**config.mk**
```make
export PLATFORM = sky130hd
export DESIGN_NAME = fwd_hazard_unit
export DESIGN_NICKNAME = d
export VERILOG_FILES = /design/src/rtl/fwd_hazard_unit.sv
export SDC_FILE = /design/constraint.sdc
export NUM_CORES = 1
export LEC_CHECK = 0
export BUFFER_PORTS_ARGS = -buffer_cell sky130_fd_sc_hd__buf_2
export CORE_MARGIN = 3
export CORE_UTILIZATION = 46
export DETAILED_ROUTE_END_ITERATION = 12
export HOLD_SLACK_MARGIN = 0.15
export MAX_ROUTING_LAYER = met4
export PLACE_DENSITY = 0.87
export SLEW_MARGIN = 25
export SYNTH_ARGS = -nofsm -noshare
export SYNTH_HDL_FRONTEND = slang
export SYNTH_SLANG_ARGS = --single-unit
```
**constraint.sdc**
```tcl
create_clock -name clk_i -period 1.8 [get_ports clk_i]
set_clock_uncertainty 0.05 [all_clocks]
set_input_delay 0.36 -clock clk_i [delete_from_list [all_inputs] [get_ports clk_i]]
set_output_delay 0.36 -clock clk_i [all_outputs]
set_load 0.1 [all_outputs]
```
**src/rtl/fwd_hazard_unit.sv**
```systemverilog
`default_nettype none
// ============================================================================
// Module   : fwd_hazard_unit
// Purpose  : EX operand bypass select, load-use / multi-cycle stall detection
//            and occupancy tracking for a single MUL/DIV unit.
// Revision : 1.0 - initial release
// ============================================================================
module fwd_hazard_unit #(
  parameter int ADDR_W  = 5,
  parameter int NSRC    = 2,
  parameter int MUL_LAT = 4,
  parameter int CNT_W   = 4
) (
  input  logic                     clk_i,
  input  logic                     rst_i,
  input  logic [NSRC*ADDR_W-1:0]   ID_SRCaddr_i,
  input  logic [NSRC-1:0]          ID_SRCuse_i,
  input  logic                     ID_MulIssue_i,
  input  logic [NSRC*ADDR_W-1:0]   ID_EX_SRCaddr_i,
  input  logic [ADDR_W-1:0]        ID_EX_RDaddr_i,
  input  logic                     ID_EX_MemRead_i,
  input  logic                     ID_EX_MulIssue_i,
  input  logic                     EX_MEM_RegWrite_i,
  input  logic [ADDR_W-1:0]        EX_MEM_RDaddr_i,
  input  logic                     MEM_WB_RegWrite_i,
  input  logic [ADDR_W-1:0]        MEM_WB_RDaddr_i,
  output logic [2*NSRC-1:0]        Forward_o,
  output logic                     Stall_o,
  output logic                     MulBusy_o,
  output logic                     MulDone_o,
  output logic [ADDR_W-1:0]        MulRD_o
);

  localparam logic [ADDR_W-1:0] c_zeroAddr = '0;
  localparam logic [CNT_W-1:0]  c_issueCnt = CNT_W'(MUL_LAT - 1);
  localparam logic [CNT_W-1:0]  c_lastCnt  = CNT_W'(1);

  localparam logic [1:0] c_selRegFile = 2'b00;
  localparam logic [1:0] c_selMemWb   = 2'b01;
  localparam logic [1:0] c_selExMem   = 2'b10;
  localparam logic [1:0] c_selMul     = 2'b11;

  logic [CNT_W-1:0]  r_cnt;
  logic              r_busy;
  logic              r_done;
  logic [ADDR_W-1:0] r_mulRd;

  logic              w_issue;
  logic              w_lastCycle;
  logic [ADDR_W-1:0] w_pendRd;
  logic              w_mulInFlight;
  logic [NSRC-1:0]   w_loadUseHit;
  logic [NSRC-1:0]   w_mulDepHit;
  logic              w_loadUseStall;
  logic              w_depStall;
  logic              w_structStall;

  // An issue while busy cannot legally happen (structural stall); it is ignored.
  assign w_issue     = ID_EX_MulIssue_i && !r_busy;
  assign w_lastCycle = r_busy && (r_cnt == c_lastCnt);

  always_ff @(posedge clk_i) begin
    if (rst_i) begin
      r_cnt   <= '0;
      r_busy  <= 1'b0;
      r_done  <= 1'b0;
      r_mulRd <= '0;
    end else begin
      if (w_issue) begin
        r_busy  <= 1'b1;
        r_cnt   <= c_issueCnt;
        r_mulRd <= ID_EX_RDaddr_i;
      end else if (r_busy) begin
        r_cnt <= r_cnt - c_lastCnt;
        if (w_lastCycle) begin
          r_busy <= 1'b0;
        end
      end

      // A new issue in the done cycle keeps done asserted one more cycle.
      if (w_lastCycle) begin
        r_done <= 1'b1;
      end else if (!w_issue) begin
        r_done <= 1'b0;
      end
    end
  end

  // Destination the ID stage must wait for: the running op, else the one issuing now.
  assign w_pendRd      = r_busy ? r_mulRd : ID_EX_RDaddr_i;
  assign w_mulInFlight = r_busy || ID_EX_MulIssue_i;

  generate
    for (genvar k = 0; k < NSRC; k++) begin : g_operand
      logic [ADDR_W-1:0] w_exSrc;
      logic [ADDR_W-1:0] w_idSrc;
      logic              w_exNonZero;

      assign w_exSrc     = ID_EX_SRCaddr_i[k*ADDR_W +: ADDR_W];
      assign w_idSrc     = ID_SRCaddr_i[k*ADDR_W +: ADDR_W];
      assign w_exNonZero = (w_exSrc != c_zeroAddr);

      assign Forward_o[2*k +: 2] =
        (w_exNonZero && r_done && (r_mulRd == w_exSrc))                     ? c_selMul   :
        (w_exNonZero && EX_MEM_RegWrite_i && (EX_MEM_RDaddr_i == w_exSrc)) ? c_selExMem :
        (w_exNonZero && MEM_WB_RegWrite_i && (MEM_WB_RDaddr_i == w_exSrc)) ? c_selMemWb :
                                                                              c_selRegFile;

      assign w_loadUseHit[k] = ID_SRCuse_i[k] && (w_idSrc == ID_EX_RDaddr_i);
      assign w_mulDepHit[k]  = ID_SRCuse_i[k] && (w_idSrc == w_pendRd);
    end
  endgenerate

  assign w_loadUseStall = ID_EX_MemRead_i && (ID_EX_RDaddr_i != c_zeroAddr) && (|w_loadUseHit);
  assign w_depStall     = w_mulInFlight && (w_pendRd != c_zeroAddr) && (|w_mulDepHit);
  assign w_structStall  = ID_MulIssue_i && w_mulInFlight;

  assign Stall_o   = w_loadUseStall || w_depStall || w_structStall;
  assign MulBusy_o = r_busy;
  assign MulDone_o = r_done;
  assign MulRD_o   = r_mulRd;

endmodule
`default_nettype wire

```
==> impl_metrics.py <==
metrics = {
    "route": {
        "viasPerCell": 5.60,
        "drc": 0,
        "routed_wl_um": 4170,
        "route.vias.total": 1416,
        "drtPass1Iterations": 4,
        "antenna_left": 0,
        "wl_per_cell_um": 16.5,
        "drtIter0Drc": 47,
    },
    "floorplanning": {
        "dieArea_um2": 3240,
        "start_util_pct": 51.0,
        "ioPinCount": 56,
        "die_w_um": 56.9,
        "core_area_um2": 2340,
        "fp.dieH_um": 56.9,
        "placementRows": 17,
    },
    "power_and_ir_drop": {
        "comb_power_share_pct": 54.7,
        "power.density_nw_per_um2": 497,
        "seqPwrFrac_pct": 28.6,
        "p_switching_mw": 0.427,
        "p_sw_share_pct": 41.5,
        "clkPwrFrac_pct": 16.7,
        "ir_worst_vdd_mv": 0.607,
        "internal-power_mw": 0.601,
        "p_leak_nw": 0.898,
    },
    "worst_setup_path": {
        "crit_path_start_kind": "flip-flop",
        "cp-endpoint": "Stall_o",
        "arrival_ns": 1.89,
        "cp_num_cells": 6,
        "required_ns": 1.39,
        "critPathBufInv": 1,
        "critPathMaxStageDelay_ns": 0.53,
        "critPathMostFrequentCell": "nand4_1",
        "crit_path_end_kind": "output port",
        "startpoint": "MulRD_o[1]",
        "worstPathCellList": "or4_4, o21ai_2, nand2_1, nand4_1, nand4_1, buf_12",
        "r2r_slack_ns": 0.28,
        "reg2reg_from": "MulBusy_o",
        "worstSetupPathType": "reg -> out",
        "crit_fanout": 3,
        "reg2reg_to": "MulRD_o[4]",
        "cp_slowest_cell": "or4_4",
        "rr_worst_depth": 6,
        "cpLargestDelayFamily": "simple AND/OR/NAND/NOR gates",
    },
    "cells_and_area": {
        "drive_gt1_share_pct": 53.8,
        "area_growth_pct": 73.2,
        "final_nets": 272,
        "antenna_cells": 0,
        "fin_util_pct": 88.3,
    },
    "clocking": {
        "cts.sinks": 11,
        "clockRootBuffer": "clkbuf_4",
        "clk_path_buf_depth": 2,
        "clk_pin_slew_ns": 0.07,
        "cts_max_level": 1,
        "cts_buffers": 3,
        "cts_hold_buf": 0,
        "clk_latency_ns": 0.27,
        "cts_tree": "done",
    },
    "synth": {
        "synthesis.nets": 186,
        "avgSynthCellArea_um2": 8.52,
        "ys_seq_elements": 11,
        "synth_top_area_share_pct": 20.6,
        "yosysWarnings": 0,
        "post-synth-top-area-cell": "xnor2_1",
        "synth_area_leaders": "xnor2_1, dfxtp_1, xor2_1",
        "syn_area_um2": 1190,
        "netlist-cell-type-count": 28,
        "synth-seq-area-share_pct": 18.5,
        "syn_inst": 140,
    },
    "timing": {
        "rsz0062_at_grt": "true",
        "min_period_over_period_pct": 128,
        "relSlewSlack_pct": 67.6,
        "drv_slew": 0,
        "setup_viol": 5,
        "hold_slack_ns": 0.343,
        "fin_ws_ns": -0.497,
        "worst_pin_slew_ns": 0.490,
        "finalHoldViolCount": 0,
        "period_needed_ns": 2.30,
        "fmax_ghz": 0.435,
    },
    "status": {
        "violations": "negative setup slack",
        "status": "finished with violations",
    },
    "flow_run": {
        "maxCapViolations": 0,
    },
    "place": {
        "port_buffers": 55,
        "gp_congestion": 0.970,
        "dp_worst_setup_slack_ns": -0.397,
        "hpwl_um": 3130,
    },
    "global_routing": {
        "grt-ovfl-total": 0,
        "grt_pass1_wl_um": 6600,
        "grt_antenna_before_repair": 0,
        "grt_max_degree": 16,
        "track_usage_pct": 26.4,
        "grt_pass1_vias": 1460,
    },
    "hold_path": {
        "hp-class": "in -> reg",
    },
}
[per-layer routing]
metal,global-route usage (%),routed length (um),vias to the layer above
met5,-,0,-
met2,47.0,2110,62
met1,29.7,1620,656
li1,-,-,683
met4,8.94,153,0
met3,4.14,280,15
[Yosys cell counts]
cell,number
xnor2_1,28
xor2_1,23
dfxtp_1,11
nor2_1,10
nand4_1,9
mux2i_1,7
nor4_1,7
or4_1,6
nor3_1,5
a21oi_1,4
o21ai_0,4
mux2i_2,3
a211oi_1,2
and3_1,2
clkbuf_1,2
ha_1,2
inv_1,2
o21bai_1,2
or2_1,2
buf_2,1
buf_6,1
nand2_1,1
nor2b_1,1
nor3b_1,1
nor4_2,1
nor4bb_1,1
o221ai_1,1
or3_1,1
[registers in the layout, summed over array words and instances, names as in the netlist]
register	count
MulBusy_o	1
MulRD_o	5
MulDone_o	1
r_cnt	4
[worst min path at each step]
stage	startpoint	endpoint	slack (ns)	cells after the start
global route	rst_i	MulRD_o[0]	0.36	2
finish	rst_i	MulRD_o[0]	0.34	2
CTS	rst_i	MulRD_o[0]	0.33	2
floorplan	rst_i	r_cnt[1]	0.39	1
detailed placement	MulDone_o	MulDone_o	0.47	2
global placement	r_cnt[3]	r_cnt[3]	0.46	2
[power by group through the flow]
stage	Sequential, mW	Clock [mW]	Combinational (mW)
after global routing	0.296	0.190	0.597
after floorplan	0.361	0	0.256
final	0.294	0.172	0.562
after detailed placement	0.298	0	0.516
after CTS	0.293	0.174	0.535
after global placement	0.296	0	0.496
[repair_timing]
| action | 4_1_cts | 5_1_grt |
|---|---|---|
| buffers inserted | 0 | 0 |
| cloned | 0 | 0 |
| endpoints found under the setup margin | 6 | 6 |
| pin swaps | 5 | 5 |
| gates resized for setup | 17 | 11 |
[cell usage in the layout, fill, tap and decap left out, types with 5 or more instances in the layout]
master and count:
nand4_1 9, dfxtp_4 6, mux2i_1 6, xor2_1 23, buf_2 44, buf_12 5
buf_6 7, xnor2_1 23, or4_4 5, nor3_1 5, nor2_1 8, buf_4 29
[final cells by class]
| cell class | instances | area (um2) |
|---|---|---|
| multi-input combinational | 123 | 1140 |
| inverter | 2 | 7.51 |
| clock buffer | 4 | 26.3 |
| timing repair buffer | 85 | 617 |
| fill | 124 | 274 |
| tap | 28 | 35.0 |
| sequential | 11 | 244 |
[logic make-up after synthesis]
group,after synthesis,share of synthesized area (%)
fa+ha+maj,2,2.10
xor+xnor,51,37.5
simple gates,47,23.4
mux,10,9.34
compound gates,13,6.61
flops,11,18.5
buf+inv,6,2.62
[per-stage QoR]
| stage | power [mW] | setup TNS (ns) | cells | area [um2] |
|---|---|---|---|---|
| after floorplan | 0.617 | -1.41 | 140 | 1350 |
| after global placement | 0.792 | -1.59 | 249 | 1900 |
| after detailed placement | 0.814 | -1.78 | 249 | 1900 |
| after CTS | 1.00 | -1.56 | 253 | 2000 |
| after global routing | 1.08 | -1.79 | 253 | 2070 |
| final | 1.03 | -1.58 | 253 | 2070 |
Power figures use the tool's default switching activity.
